### config.mk
export PLATFORM = sky130hd
export DESIGN_NAME = cond_unit
export DESIGN_NICKNAME = d
export VERILOG_FILES = /design/src/rtl/cond_unit.sv
export SDC_FILE = /design/constraint.sdc
export NUM_CORES = 1
export LEC_CHECK = 0
export BUFFER_PORTS_ARGS = -buffer_cell sky130_fd_sc_hd__buf_4
export CAP_MARGIN = 20
export CORE_AREA = 2 2 39 41
export DETAILED_ROUTE_END_ITERATION = 16
export DIE_AREA = 0 0 41 43
export GPL_ROUTABILITY_DRIVEN = 0
export PLACE_DENSITY = 0.75
export SYNTH_ARGS = -nofsm -noshare
export SYNTH_HDL_FRONTEND = slang
export SYNTH_SLANG_ARGS = --single-unit
### constraint.sdc
create_clock -name clk -period 3.2 [get_ports clk]
set_input_delay 0.48 -clock clk [delete_from_list [all_inputs] [get_ports clk]]
set_output_delay 0.48 -clock clk [all_outputs]
set_load 0.01 [all_outputs]
### src/rtl/cond_unit.sv
// cond_unit: NZCV flag register, condition evaluation and registered write-strobe gating; optional COND_STATS_EN adds squash_count.
module cond_unit #(
  parameter logic [3:0] FLAG_RESET = 4'b0000
) (
  input  logic        clk,
  input  logic        reset,
  input  logic        en,
  input  logic        flush,
  input  logic [3:0]  Cond,
  input  logic [3:0]  ALUFlags,
  input  logic [1:0]  FlagW,
  input  logic        PCS,
  input  logic        RegW,
  input  logic        MemW,
  input  logic        NoWrite,
  output logic        PCSrc,
  output logic        RegWrite,
  output logic        MemWrite,
  output logic        CondEx,
`ifdef COND_STATS_EN
  output logic [15:0] squash_count,
`endif
  output logic [3:0]  Flags
);
  logic [3:0] flags_q, flags_d;
  logic       pc_src_q, pc_src_d, reg_write_q, reg_write_d;
  logic       mem_write_q, mem_write_d, cond_ex_q, cond_ex_d;
  logic       n, z, c, v, base, cex, accept;
  assign {n, z, c, v} = flags_q;
  assign accept = en & ~flush;
  // Odd codes invert their even partner; base=1 for 111 makes 1110 pass and 1111 fail.
  always_comb begin
    base = 1'b1;
    case (Cond[3:1])
      3'b000: base = z;
      3'b001: base = c;
      3'b010: base = n;
      3'b011: base = v;
      3'b100: base = c & ~z;
      3'b101: base = n == v;
      3'b110: base = ~z & (n == v);
      default: base = 1'b1;
    endcase
    cex = base ^ Cond[0];
  end
  always_comb begin
    pc_src_d    = flush ? 1'b0 : accept ? PCS & cex : pc_src_q;
    reg_write_d = flush ? 1'b0 : accept ? RegW & cex & ~NoWrite : reg_write_q;
    mem_write_d = flush ? 1'b0 : accept ? MemW & cex : mem_write_q;
    cond_ex_d   = flush ? 1'b0 : accept ? cex : cond_ex_q;
    flags_d[3:2] = (accept & cex & FlagW[1]) ? ALUFlags[3:2] : flags_q[3:2];
    flags_d[1:0] = (accept & cex & FlagW[0]) ? ALUFlags[1:0] : flags_q[1:0];
  end
  always_ff @(posedge clk) begin
    if (reset) begin
      pc_src_q    <= 1'b0;
      reg_write_q <= 1'b0;
      mem_write_q <= 1'b0;
      cond_ex_q   <= 1'b0;
      flags_q     <= FLAG_RESET;
    end else begin
      pc_src_q    <= pc_src_d;
      reg_write_q <= reg_write_d;
      mem_write_q <= mem_write_d;
      cond_ex_q   <= cond_ex_d;
      flags_q     <= flags_d;
    end
  end
  assign PCSrc    = pc_src_q;
  assign RegWrite = reg_write_q;
  assign MemWrite = mem_write_q;
  assign CondEx   = cond_ex_q;
  assign Flags    = flags_q;
`ifdef COND_STATS_EN
  logic [15:0] squash_q, squash_d;
  always_comb squash_d = (accept & ~cex & (squash_q != 16'hFFFF)) ? squash_q + 16'd1 : squash_q;
  always_ff @(posedge clk) squash_q <= reset ? 16'd0 : squash_d;
  assign squash_count = squash_q;
`endif
endmodule

==> results of run 1 <==
==> state kept, by name, summed over array words and instances, names as in the netlist <==
name,flops
RegWrite,1
MemWrite,1
CondEx,1
PCSrc,1
Flags,4
==> layer usage <==
| layer | track usage, % | vias up |
|---|---|---|
| met1 | 17.21 | 217 |
| met2 | 23.13 | 23 |
| li1 | - | 259 |
| met5 | 0 | - |
| met3 | 3.665 | 0 |
| met4 | 8.000 | 0 |
==> worst min-delay path, stage by stage (launching register included) <==
cell and delay, ps:
dfxtp_1 310, nand2_1 50, o21ai_1 50
==> layout make-up <==
type	count	area (µm²)
fillers	140	685.7
multi-input cells	45	304.0
repair buffers	25	187.7
flip-flops and latches	8	160.2
clock buffers	3	22.52
well taps	16	20.02
inverters	1	3.754
==> kinds of logic (layout without fill, tap and decap cells) <==
logic type                after synthesis  count (layout)  share of synthesized area, %
xor gates and xnor gates                1               1                         1.842
AOI/OAI and AO/OA                      12              12                         17.63
buffers and inverters                   3              29                         2.366
muxes                                   6               6                         12.63
and+or+nand+nor                        26              26                         31.84
DFF                                     8               8                         33.68
==> placed cells by master, fill, tap and decap left out <==
cell type | netlist | final
clkbuf_4 | 0 | 3
mux2i_1 | 6 | 6
a22oi_2 | 1 | 1
a21oi_1 | 1 | 1
nand3b_1 | 2 | 2
a211o_1 | 1 | 1
a221oi_1 | 1 | 1
xnor2_1 | 1 | 1
nand3_1 | 4 | 4
nor3b_1 | 1 | 1
o211ai_1 | 1 | 1
o21bai_1 | 1 | 1
dfxtp_1 | 8 | 8
buf_4 | 0 | 25
nor3_1 | 2 | 2
o21ai_0 | 2 | 2
nor4_1 | 1 | 1
inv_1 | 1 | 1
nand4b_1 | 1 | 1
nand2b_1 | 10 | 10
nor2b_1 | 1 | 1
o2111ai_1 | 1 | 1
o21ai_1 | 3 | 3
nor2_1 | 1 | 1
nand2_1 | 3 | 3
==> metrics by stage <==
stage,setup slack (ps),std cells,area (µm²),utilization (%),hold WS [ps]
after floorplan,1455,56,475.5,-,469.6
after global placement,1238,95,675.6,48.82,442.2
after detailed placement,1193,95,675.6,48.82,444.1
after CTS,1451,98,698.2,50.45,453.1
after global routing,1342,98,698.2,50.45,472.0
final,1475,98,698.2,50.45,449.8
==> power by group through the flow <==
| stage | logic, mW | clock network [mW] | registers, mW |
|---|---|---|---|
| floorplan | 0.0250 | 0 | 0.107 |
| global placement | 0.0516 | 0 | 0.106 |
| detailed placement | 0.0523 | 0 | 0.106 |
| CTS | 0.0526 | 0.0792 | 0.104 |
| global route | 0.0576 | 0.0827 | 0.105 |
| finish | 0.0520 | 0.0764 | 0.104 |
==> final timing paths <==
| path | slack [ps] | start | end | depth (start not counted) |
|---|---|---|---|---|
| setup / recovery | 1480 | Cond[1] | Flags[2] | 6 |
| hold reg to reg | 450 | RegWrite | RegWrite | 2 |
| hold / removal | 450 | RegWrite | RegWrite | 2 |
| setup reg to reg | 1510 | Flags[3] | Flags[2] | 5 |
==> flow_metrics.tcl, run 1 <==
set metrics [dict create \
    status "completed" \
    startpoint_type "input pin" \
    switching_share_pct 24.97 \
    core_area_um2 1384 \
    worstPathCellList "buf_4 > o21bai_1 > a211o_1 > a22oi_2 > mux2i_1 > mux2i_1" \
    synth_edf_count 0 \
    vias 499 \
    skew_ps 0.5594 \
    postCtsSetupRepairBufs 0 \
    synth_area_per_cell_um2 8.490 \
    dr.pass1.iters 4 \
    ir_worst_vdd_mv 0.1542 \
    pwr-share-comb_pct 22.3 \
    dieArea_um2 1763 \
    critPathMaxFanout 8 \
    cts_root_buf "clkbuf_4" \
    critPathRequiredTime_ps 3380 \
    min_period_ps 1725 \
    yosysWarnings 0 \
    drive_gt1_share_pct 35.37 \
    p_int_uw 174.7 \
    wl_met3_um 115 \
    drtIter0Drc 8 \
    synthCells 56 \
    ctsResizeCount 0 \
    finalMaxSlewViolations 0 \
    grt_max_degree 11 \
    setup_viol 0 \
    io_buffers 25 \
    start_util_pct 34.36 \
    cp-end-kind "flip-flop" \
    finalHoldViolations 0 \
    synth_cell_types 25 \
    clkPwrFrac_pct 32.8 \
    crit_family "compound AO/OA/AOI/OAI gates" \
    grt-ovfl-total 0 \
    dpl.hpwl_um 854.7 \
    worst_path_largest_cell_delay_ps 350 \
    clk_pin_slew_worst_paths_ps 50 \
    ant_nets 0 \
    grt_setup_unrepaired "false" \
    path_class "input pin to flip-flop" \
    critPathSlowestCell "mux2i_1" \
    syn_nets 74 \
    maxCapViolations 0 \
    synth_async_sr_flop_share_pct 0 \
    path_buf_inv 1 \
    fin_nets 102 \
    rows 14 \
    synth_top_area_share_pct 33.68 \
    drc_errors 0 \
    tightest_slew_ps 523.0 \
    powerDensity_nw_per_um2 333.4 \
    met2_length_um 482 \
    synthMostInstantiatedCell "nand2b_1" \
    synth_top_cells_by_area "dfxtp_1 (34%), nand2b_1 (13%), mux2i_1 (13%), nand3_1 (4.2%), o21ai_1 (3.2%)" \
    numCtsBuffers 3 \
    cpMostUsedCell "mux2i_1" \
    antenna_cells 0 \
    seq_power_share_pct 44.9 \
    synthTopCellsByCount "nand2b_1 (10), dfxtp_1 (8), mux2i_1 (6), nand3_1 (4)" \
    ios 26 \
    die_y_um 43 \
    hold_buffers 0 \
    synth_flop_cell "dfxtp_1" \
    met1Wirelength_um 473 \
    cts.sinks 8 \
    htreeDepth 1 \
    power_uw 232.8 \
    synth_area_um2 475.5 \
    yosysSeqAreaShare_pct 33.68 \
    die_w_um 41 \
    max-clock-path-buffers 2 \
    area_growth_pct 46.84 \
    hold_path.class "flip-flop to flip-flop" \
    yosys.area.top_type "dfxtp_1" \
    p_leak_nw 0.2884 \
    drt-wirelength-per-cell_um 10.93 \
    relSlewSlack_pct 65.06 \
    viasPerCell 5.092 \
    cp_data_arrival_time_ps 1900 \
    switchingPower_uw 58.11 \
    routed_wl_um 1071 \
    fin_tns_setup_ps 0 \
    cts_tree "built" \
    synth_seq_cells 8 \
    top_layer "met3" \
    antenna_found_initial 0 \
    grt_pass1_vias 474 \
    period_share_pct 53.90 \
    clk_latency_ps 250 \
    grt_usage_pct 14.70 \
    max_freq_ghz 0.5797 \
    grt_pass1_wl_um 1766 \
]
Power figures use the tool's default switching activity.
==> run 2, diff against run 1 <==
==> constraint.sdc (replaced) <==
create_clock -name clk -period 1.6 [get_ports clk]
set_input_delay 0.24 -clock clk [delete_from_list [all_inputs] [get_ports clk]]
set_output_delay 0.24 -clock clk [all_outputs]
set_load 0.01 [all_outputs]
==> run 2 against run 1 <==
Net effect: flip-flop and latch count is the same; hold slack lost 210 ps; setup slack lost 1400 ps; sequential power grew 100%; highest routed layer unchanged; total power grew 110%; final area grew 9.0%; first-iteration DRC count shrank 63%; critical path depth grew 1; final cell count grew 6.1%; count of clock-buffer cells in the layout is the same.
==> flow_metrics.tcl, run 2 (synthesis gave the netlist of run 1 again) <==
set metrics [dict create \
    status "completed" \
    min_period_ps 1536 \
    hold_path.class "input pin to flip-flop" \
    dr.pass1.iters 2 \
    antenna_cells 0 \
    seq_power_share_pct 42.5 \
    start_util_pct 34.36 \
    critPathRequiredTime_ps 1740 \
    clkPwrFrac_pct 31.4 \
    p_leak_nw 0.3231 \
    final_cell_mix "buf_4 (31), nand2b_1 (10), dfxtp_1 (6)" \
    ant_nets 0 \
    hp-start "ALUFlags[3]" \
    met3_usage_pct 5.236 \
    grt_max_degree 11 \
    routed_wl_um 1102 \
    clk_latency_ps 250 \
    switchingPower_uw 122.9 \
    pwr-share-comb_pct 26.2 \
    ios 26 \
    largest_reg_flops 4 \
    htreeDepth 1 \
    hold_end "Flags[3]" \
    viasPerCell 5.029 \
    cpMostUsedCell "buf_4" \
    hold_buffers 0 \
    hold-worst-slack_ps 242.2 \
    relSlewSlack_pct 78.01 \
    path_buf_inv 2 \
    path_class "flip-flop to flip-flop" \
    area_growth_pct 60.00 \
    skew_ps 6.676 \
    critPathMaxFanout 4 \
    ir_worst_vdd_mv 0.4112 \
    finalHoldViolations 0 \
    dpl.hpwl_um 909.8 \
    final_core_util_pct 54.97 \
    die_y_um 43 \
    startpoint_type "flip-flop" \
    grt_pass1_wl_um 1773 \
    setup_viol 0 \
    worst_path_largest_cell_delay_ps 330 \
    tightest_slew_ps 327.3 \
    max-clock-path-buffers 2 \
    io_buffers 25 \
    r2r-end "RegWrite" \
    top_usage_layer "met2" \
    critPathSlowestCell "dfxtp_2" \
    vias 523 \
    fin_area_um2 760.7 \
    drive_gt1_share_pct 45.45 \
    hold_depth 3 \
    r2r_cells 7 \
    grt_setup_unrepaired "true" \
    drt-wirelength-per-cell_um 10.60 \
    period_share_pct 95.99 \
    grt_usage_pct 14.63 \
    worstPathCellList "o21bai_1 > a211o_1 > a22oi_2 > buf_4 > xnor2_2 > buf_4 > o21ai_1" \
    layout_commonest_cell "buf_4" \
    rows 14 \
    grtUsageMet1_pct 16.67 \
    clk_pin_slew_worst_paths_ps 60 \
    fin_nets 108 \
    cts_root_buf "clkbuf_4" \
    powerDensity_nw_per_um2 644.7 \
    reg2reg_from "Flags[3]" \
    grt_pass1_vias 457 \
    cts_tree "built" \
    n_fill_cell 146 \
    layout_setup_ws_ps 64.18 \
    core_area_um2 1384 \
    cts.sinks 8 \
    maxCapViolations 0 \
    crit_family "compound AO/OA/AOI/OAI gates" \
    switching_share_pct 25.07 \
    die_w_um 41 \
    grt-ovfl-total 0 \
    ff2ff_setup_slack_ps 60 \
    max_freq_ghz 0.6511 \
    drtIter0Drc 3 \
    finalMaxSlewViolations 0 \
    dieArea_um2 1763 \
    antenna_found_initial 0 \
    place_area_um2 721.9 \
    cp-end-kind "flip-flop" \
    p_int_uw 367.5 \
    use_met2_pct 23.44 \
    post-place-ws_ps -115.4 \
    numCtsBuffers 3 \
    drc_errors 0 \
    cp_data_arrival_time_ps 1670 \
]
-- run 2: cell types whose count changed in the layout (fill, tap and decap cells not counted) --
cell     previous run  this run
buf_4              25        31
dfxtp_1             8         6
dfxtp_2             0         2
mux2i_1             6         4
mux2i_2             0         2
xnor2_1             1         0
xnor2_2             0         1
-- run 2: per-layer routing --
layer  wire (µm)  vias to the layer above
met5           0                        -
met2         534                       21
met1         464                      231
li1            -                      271
met4           0                        0
met3         103                        0
-- run 2: what timing repair did --
item	4_1_cts	5_1_grt
pin swaps	2	1
buffers inserted	1	0
setup endpoints to repair	3	8
resized for setup	1	1
-- run 2: per-stage QoR --
| step | setup TNS, ps | total power [mW] | instances |
|---|---|---|---|
| final | 0 | 0.4904 | 104 |
| after global routing | -111.1 | 0.5236 | 104 |
| after CTS | 0 | 0.4915 | 104 |
| after detailed placement | -440.2 | 0.3323 | 100 |
| after global placement | -248.2 | 0.3309 | 100 |
| after floorplan | 0 | 0.2675 | 56 |
-- run 2: final cells by class --
class                           count  area [µm²]  share of cell area [%]
Multi-Input combinational cell     45       319.1                   41.94
Sequential cell                     8       162.7                   21.38
Tap cell                           16       20.02                   2.632
Clock buffer                        3       22.52                   2.961
Inverter                            1       3.754                  0.4934
Timing Repair Buffer               31       232.7                   30.59
-- run 2: worst max path at each step --
stage | depth (start not counted) | endpoint | startpoint | slack, ps
4_1_cts | 5 | Flags[2] | Flags[3] | 30
5_1_grt | 7 | MemWrite | Flags[3] | -30
3_3_place_gp | 6 | Flags[0] | Cond[1] | -70
3_5_place_dp | 6 | Flags[3] | Cond[1] | -120
6_report | 7 | RegWrite | Flags[3] | 60
2_1_floorplan | 5 | Flags[3] | Flags[1] | 40
-- run 2: worst reg2reg max path: stages, from the launching register on --
cell      delay (ps)
dfxtp_2          330
o21bai_1          70
a211o_1          260
a22oi_2          270
buf_4            180
xnor2_2          100
buf_4            140
o21ai_1           60
-- run 2: power groups by stage --
stage	registers, mW	clock network, mW	logic (mW)
floorplan	0.215	0	0.0529
global placement	0.212	0	0.119
detailed placement	0.212	0	0.120
CTS	0.208	0.158	0.125
global route	0.209	0.175	0.140
finish	0.208	0.154	0.128
